[src/rtl/cache_req_sequencer.sv]
// Front-end sequencer for the per-line MESI logic. It arbitrates L1 against snoop requests, looks up the
// stored line state, runs MESI load/execute/capture and writes the result back. CACHE_SEQ_STATS_EN adds counters.
module cache_req_sequencer #(
    parameter int ADDR_W     = 32,
    parameter int STARVE_MAX = 4,
    parameter int CNT_W      = 16
) (
    input  logic              clk,
    input  logic              rstb,
    input  logic              pr_valid,
    output logic              pr_ready,
    input  logic [3:0]        pr_cmd,
    input  logic [ADDR_W-1:0] pr_addr,
    input  logic              sn_valid,
    output logic              sn_ready,
    input  logic [3:0]        sn_cmd,
    input  logic [ADDR_W-1:0] sn_addr,
    input  logic              bus_hit_in,
    output logic              tag_req,
    output logic [ADDR_W-1:0] tag_addr,
    input  logic              tag_ack,
    input  logic              tag_hit,
    input  logic [1:0]        tag_state,
    output logic              tag_wr,
    output logic [1:0]        tag_wr_state,
    output logic              mesi_load,
    output logic [1:0]        mesi_state_o,
    output logic              mesi_cmd_vld,
    output logic [3:0]        mesi_nmsg,
    output logic              mesi_c,
    input  logic [1:0]        mesi_state_i,
    output logic              rsp_valid,
    output logic              rsp_src,
    output logic [1:0]        rsp_state,
    output logic              rsp_err,
    output logic [2:0]        dbg_state
`ifdef CACHE_SEQ_STATS_EN
    ,
    output logic [CNT_W-1:0]  stat_hits,
    output logic [CNT_W-1:0]  stat_misses,
    output logic [CNT_W-1:0]  stat_snoops,
    output logic [CNT_W-1:0]  stat_errs
`endif
);

    localparam int SW = (STARVE_MAX < 1) ? 1 : $clog2(STARVE_MAX + 1);

    typedef enum logic [2:0] {
        S_IDLE, S_LOOKUP, S_LOAD, S_EXEC, S_CAPT, S_WB, S_RSP
    } state_t;

    state_t            state_q, state_d;
    logic [SW-1:0]     starve_q;
    logic [3:0]        cmd_q;
    logic [ADDR_W-1:0] addr_q;
    logic              src_q, err_q, c_q;
    logic [1:0]        ld_state_q, new_q;
    logic              starved, sn_grant, pr_grant, grant_err;

    // Handshake: valid is held by the requester until ready; ready pulses for one cycle in IDLE and
    // cmd/addr are captured on that same clock edge.
    assign starved   = (starve_q == SW'(STARVE_MAX));
    assign sn_grant  = (state_q == S_IDLE) && sn_valid && !(pr_valid && starved);
    assign pr_grant  = (state_q == S_IDLE) && pr_valid && !sn_grant;
    assign grant_err = sn_grant ? !((sn_cmd >= 4'd3) && (sn_cmd <= 4'd6)) : (pr_cmd > 4'd2);
    assign dbg_state = state_q;

    always_ff @(posedge clk or negedge rstb) begin
        if (!rstb) state_q <= S_IDLE;
        else       state_q <= state_d;
    end

    always_comb begin
        state_d = state_q;
        case (state_q)
            S_IDLE:   if (sn_grant || pr_grant) state_d = grant_err ? S_RSP : S_LOOKUP;
            S_LOOKUP: if (tag_ack) state_d = S_LOAD;
            S_LOAD:   state_d = S_EXEC;
            S_EXEC:   state_d = S_CAPT;
            S_CAPT:   state_d = S_WB;
            S_WB:     state_d = S_RSP;
            S_RSP:    state_d = S_IDLE;
            default:  state_d = S_IDLE;
        endcase
    end

    always_comb begin
        pr_ready     = 1'b0;
        sn_ready     = 1'b0;
        tag_req      = 1'b0;
        tag_addr     = '0;
        tag_wr       = 1'b0;
        tag_wr_state = 2'd0;
        mesi_load    = 1'b0;
        mesi_state_o = 2'd0;
        mesi_cmd_vld = 1'b0;
        mesi_nmsg    = 4'hF;
        mesi_c       = c_q;
        rsp_valid    = 1'b0;
        rsp_src      = 1'b0;
        rsp_state    = 2'd0;
        rsp_err      = 1'b0;
        case (state_q)
            S_IDLE: begin
                pr_ready = pr_grant;
                sn_ready = sn_grant;
            end
            S_LOOKUP: begin
                tag_req  = 1'b1;
                tag_addr = addr_q;
            end
            S_LOAD: begin
                mesi_load    = 1'b1;
                mesi_state_o = ld_state_q;
                mesi_c       = bus_hit_in;
            end
            S_EXEC: begin
                mesi_nmsg    = cmd_q;
                mesi_cmd_vld = 1'b1;
            end
            S_WB: begin
                tag_wr       = 1'b1;
                tag_wr_state = new_q;
                tag_addr     = addr_q;
            end
            S_RSP: begin
                rsp_valid = 1'b1;
                rsp_src   = src_q;
                rsp_state = err_q ? 2'd0 : new_q;
                rsp_err   = err_q;
            end
            default: ;
        endcase
    end

    // Request context and the state values travelling through the MESI pipeline.
    always_ff @(posedge clk or negedge rstb) begin
        if (!rstb) begin
            starve_q   <= '0;
            cmd_q      <= 4'd0;
            addr_q     <= '0;
            src_q      <= 1'b0;
            err_q      <= 1'b0;
            c_q        <= 1'b0;
            ld_state_q <= 2'd0;
            new_q      <= 2'd0;
        end else begin
            if (!pr_valid || pr_grant) starve_q <= '0;
            else if (sn_grant && !starved) starve_q <= starve_q + 1'b1;
            if (sn_grant || pr_grant) begin
                cmd_q  <= sn_grant ? sn_cmd : pr_cmd;
                addr_q <= sn_grant ? sn_addr : pr_addr;
                src_q  <= sn_grant;
                err_q  <= grant_err;
            end
            if (state_q == S_LOOKUP && tag_ack) ld_state_q <= tag_hit ? tag_state : 2'd0;
            if (state_q == S_LOAD) c_q <= bus_hit_in;
            else if (state_q == S_RSP) c_q <= 1'b0;
            if (state_q == S_CAPT) new_q <= mesi_state_i;
        end
    end

`ifdef CACHE_SEQ_STATS_EN
    always_ff @(posedge clk or negedge rstb) begin
        if (!rstb) begin
            stat_hits   <= '0;
            stat_misses <= '0;
            stat_snoops <= '0;
            stat_errs   <= '0;
        end else begin
            if (state_q == S_LOOKUP && tag_ack) begin
                if (tag_hit && !(&stat_hits)) stat_hits <= stat_hits + CNT_W'(1);
                if (!tag_hit && !(&stat_misses)) stat_misses <= stat_misses + CNT_W'(1);
            end
            if (sn_grant && !(&stat_snoops)) stat_snoops <= stat_snoops + CNT_W'(1);
            if ((sn_grant || pr_grant) && grant_err && !(&stat_errs)) stat_errs <= stat_errs + CNT_W'(1);
        end
    end
`endif

endmodule

[config.mk]
export PLATFORM = sky130hd
export DESIGN_NAME = cache_req_sequencer
export DESIGN_NICKNAME = d
export VERILOG_FILES = /design/src/rtl/cache_req_sequencer.sv
export SDC_FILE = /design/constraint.sdc
export NUM_CORES = 1
export LEC_CHECK = 0
export ABC_AREA = 1
export CORE_ASPECT_RATIO = 0.6
export CORE_MARGIN = 2
export CORE_UTILIZATION = 40
export DETAILED_ROUTE_END_ITERATION = 12
export PLACE_DENSITY = 0.8
export SYNTH_ARGS = -nofsm -noshare
export SYNTH_HDL_FRONTEND = slang
export SYNTH_SLANG_ARGS = --single-unit
[constraint.sdc]
create_clock -name clk -period 2 [get_ports clk]
set_input_delay 0.2 -clock clk [delete_from_list [all_inputs] [get_ports clk]]
set_output_delay 0.2 -clock clk [all_outputs]
set_load 0.05 [all_outputs]
Word level (Yosys, flattened, before mapping). Index checks and enable logic that the tools add are counted.

Register bits after elaboration: 49. Memories kept: 0. Latch bits: 0. Input port bits: 83. Output and inout bits: 55. Logic and storage cells: 70. Bits in writable memories: 0. Memory bits (read-only): 0.

Mux-type cells: 28. Div/mod/pow operators: 0. Multipliers: 0. Bitwise gates (word level): 0. Add/subtract/negate cells: 1. Reduce and logical (&&, ||, !) cells: 20. Magnitude comparators: 3. Shift operators: 0. Equality and inequality tests: 9.

Operator list (number): 32-bit two-way mux (2); 3-bit case mux with 6 select lines (1); 3-bit two-way mux (5); 1-bit two-way mux (13); 3-bit == test, second input constant (4); 2-bit two-way mux (5); 1-bit logical AND (8); 4-bit two-way mux (2); 3-bit by 2-bit == test with 1-bit output, second input constant (2); 1-bit zero test (5); 4-bit by 2-bit >= comparator with 1-bit output, second input constant (1); 4-bit by 2-bit greater-than comparator with 1-bit output, second input constant (1); 4-bit by 3-bit less-or-equal comparator with 1-bit output, second input constant (1); 2-bit nonzero test (2); 3-bit by 1-bit adder with 3-bit output, second input constant (1); 3-bit by 1-bit == test with 1-bit output, second input constant (1); 3-bit zero test (1); 1-bit logical OR (2); 2-bit by 1-bit inequality test with 1-bit output, second input constant (1); 2-bit inequality test, second input constant (1); 2-bit AND reduction (1); 2-bit OR reduction (1).

Longest topological paths before layout.
Depth after elaboration: 9. Depth in mapped cells: 10. Mapped depth without buffers: 10.

Least setup slack after synthesis. OpenSTA, ideal clock, no wires.

Path kind: reg2out. Start point: register state_q[0] (netlist: dbg_state[0]). End point: output tag_wr_state[0]. Data arrival time: 2.496 ns. Stages on the path, launching flop included: 5. Buffers on the path: 0. Required time: 1.800 ns. Slack: -0.696 ns. Cells stage by stage: dfrtp_1 nand2_2 nor2_1 inv_1 nor2_1.

Cells in the longest elaborated chain, start to end: 2.

RTL lines: start, declared (RTL line 52) `state_t state_q, state_d;`; start signal, assigned (RTL line 70) `else state_q <= state_d;`; 3-bit == test (RTL line 103) `case (state_q)`; 2-bit two-way mux (RTL line 103); end, declared (RTL line 25) `output logic [1:0] tag_wr_state,`.

Every way passes these cells.

Final worst setup path.
Start point: register state_q[1] (netlist: dbg_state[1]). End point: output tag_addr[5].

Cells in the longest elaborated chain, start to end: 3. Elaborated cells on any way between the ends: 4. Classes of those cells: 2 x eq/ne; 1 x mux; 1 x reduce/logical.

RTL lines: 3-bit by 1-bit == test with 1-bit output / 3-bit == test (equally long branches) (RTL line 103); 2-bit OR reduction (no source line) (*); 32-bit two-way mux (*) (RTL line 103); end, declared (RTL line 20) `output logic [ADDR_W-1:0] tag_addr,`.

Mark *: on every way between the ends. The rest lies on a longest branch, timed or not.

==> impl_metrics.py <==
metrics = {
    "synthesis": {
        "yosysSeqAreaShare": 0.453,
        "synthCells": 358,
        "synth_fa_ha_area_frac": 0.00924,
        "synth_top_family_by_area": "simple AND/OR/NAND/NOR gates",
        "synth_top_area_share": 0.453,
        "synth_top_area_cell": "dfrtp_1",
        "synthMuxAreaShare": 0,
        "syn-mean-instance-area_um2": 7.57,
        "synthDistinctLibCells": 24,
        "ys_ff_latch": 49,
        "yosysWarnings": 0,
        "syn-cell-area_um2": 2710,
        "synth_fp_nets": 443,
        "synthSimpleGateAreaFrac": 0.277,
        "synth_xor_area_frac": 0,
        "synth_area_leaders": "dfrtp_1 45%, nand2_1 9.7%, inv_1 8.6%, nor2_1 7.5%, nand3_1 6.5%",
        "synth-compound-area-share": 0.127,
    },
    "routing": {
        "viasPerCell": 5.02,
        "vias": 2945,
        "drt-pass1-iter-count": 6,
        "wl_per_cell_um": 14.8,
        "wl_um": 8700,
        "drc": 0,
        "drt_iter0_drc": 197,
        "ant_nets": 0,
    },
    "layout": {
        "fin_util": 0.739,
        "diodes": 0,
        "areaGrowthSynthToFinish_pct": 80.5,
        "final_nets": 584,
        "drive_gt1_frac": 0.202,
    },
    "worst_setup_path": {
        "max_stage_delay_ps": 450,
        "startpoint": "dbg_state[1]",
        "path_buf_inv": 3,
        "critPathTopFamily": "buffers and inverters",
        "path_class": "reg -> out",
        "setup.worst_path.end_class": "primary output",
        "cp_max_fo": 20,
        "required_ps": 1800,
        "slowest_stage": "dfrtp_2",
        "r2r-start": "starve_q[0]",
        "crit_chain": "inv_1 -> nand2_2 -> buf_4 -> nor2_1 -> buf_12",
        "crit_path_start_kind": "register",
        "arrival_ps": 1720,
    },
    "timing": {
        "max_freq_ghz": 0.522,
        "finalClockSkew_ps": 4.42,
        "worstMarginPinSlew_ps": 566,
        "setup_ws_ps": 82.6,
        "setup-tns-final_ps": 0,
        "rsz0062_at_grt": "yes",
        "maxSlewViolCount": 0,
        "finalHoldViolations": 0,
        "fin_crit_ps": 1920,
        "setup_viol": 0,
        "post-route-period-util": 0.959,
        "maxSlewHeadroom": 0.623,
    },
    "clock_tree": {
        "worst_skew_pair.late_latency_ps": 280,
        "clockBufferDepth": 2,
        "cts_root_buffer": "clkbuf_16",
        "cts.sinks": 49,
        "cts_tree": "built",
        "cts_htree_levels": 2,
        "clkTransAtPathRegs_ps": 60,
        "cts_buffers": 5,
    },
    "floorplanning": {
        "core_area_um2": 6620,
        "row_count": 23,
        "dieArea_um2": 7470,
        "initial_utilization": 0.409,
        "chipHeight_um": 67.7,
        "ios": 138,
        "die_w_um": 110,
    },
    "power_and_ir_drop": {
        "p_leak_nw": 2.19,
        "peakVddDrop_v": 0.000747,
        "power_density_nw_per_um2": 1490,
    },
    "outcome": {
        "outcome": "finished clean",
    },
    "place": {
        "dp_hpwl_um": 6670,
        "portBuffers": 137,
        "preCtsSetupSlack_ps": 328,
        "globalplace.congestion": 0.937,
    },
    "flow_run": {
        "cap_viol_max_count": 0,
    },
    "grt": {
        "grt_pass1_vias": 2884,
        "grt_start_max_net_pins": 43,
        "antenna_found_initial": 0,
        "overflow": 0,
        "grt_pass1_wl_um": 13800,
        "grt_usage": 0.241,
    },
    "min_path": {
        "hp-class": "in -> async",
    },
}
==> synth_stat cells (all sizes together) <==
cell,instances
nand2,73
inv,64
nor2,57
dfrtp,49
nand3,36
o211ai,23
buf,18
o21ai,12
a31oi,10
nor3,6
o221ai,4
a21oi,2
ha,2
nand4,2
==> metrics by stage <==
| step | instance area, µm² | instances | hold slack (ps) | power (mW) |
|---|---|---|---|---|
| floorplan | 2770 | 358 | -95.6 | 4.40 |
| global placement | 4680 | 575 | 216 | 6.17 |
| detailed placement | 4680 | 575 | 225 | 6.29 |
| CTS | 4860 | 584 | 473 | 7.28 |
| global route | 4890 | 587 | 499 | 7.72 |
| finish | 4890 | 587 | 464 | 7.28 |
==> layer usage <==
metal  share of wire  routed length (µm)  global-route usage
met2            0.45                3920               0.394
met1            0.44                3870               0.329
met5               0                   0                   0
met4          0.0057                  50              0.0438
met3           0.099                 858              0.0627
==> placed cells by master, fill, tap and decap left out, types with 4 or more instances in the layout <==
master	count
clkdlybuf4s50_1	84
nand2_1	69
inv_1	62
dfrtp_1	48
buf_12	48
nor2_1	43
nand3_1	35
o211ai_1	23
buf_4	18
a31oi_1	10
nor2_2	9
o21ai_0	9
nor2_4	5
clkbuf_16	5
nand2_2	4
o221ai_1	4
==> worst paths after layout <==
check	endpoint	slack, ps	cells after the start
worst max register to register	addr_q[1]	330	8
worst min register to register	starve_q[0]	540	2
worst min-delay path	addr_q[21]	460	2
max in group asynchronous	addr_q[1]	1000	3
min in group clk	addr_q[25]	480	3
worst max-delay path	tag_addr[5]	80	5
==> state kept, by name, indices dropped and copies added, names as in the netlist <==
register,cells
new_q,2
err_q,1
starve_q,3
dbg_state,3
addr_q,32
ld_state_q,2
cmd_q,4
src_q,1
c_q,1
==> what timing repair did <==
item	in CTS	in global routing
setup buffers	0	3
hold buffers	1	0
setup endpoints to repair	0	4
endpoints found under the hold margin	21	0
resized for setup	0	1
==> worst reg2reg max path: stages (launching register included) <==
cell	delay, ps
dfrtp_1	370
inv_1	70
ha_1	210
nand3_1	120
nand4_1	190
buf_4	200
buf_4	200
nand3_1	110
o211ai_1	90
==> layout make-up <==
cell class | instances | area [µm²]
Multi-Input combinational cell | 227 | 1190
Inverter | 64 | 240
Timing Repair Buffer | 152 | 1950
Sequential cell | 49 | 1230
Tap cell | 87 | 109
Clock buffer | 7 | 143
Fill cell | 516 | 1730
Clock inverter | 1 | 30.0
==> power by group <==
part	leakage (nW)	switching [mW]	internal (mW)	total, mW
Clock	0.0841	0.352	0.625	0.977
Sequential	0.598	0.223	1.46	1.68
Combinational	1.51	2.76	1.86	4.62
Total	2.19	3.33	3.94	7.28
==> kinds of logic after synthesis <==
logic type | count (synthesis)
compound gates | 51
fa+ha+maj | 2
flops | 49
simple gates | 174
buf+inv | 82
Note: power is estimated with default switching activity, not from simulation.
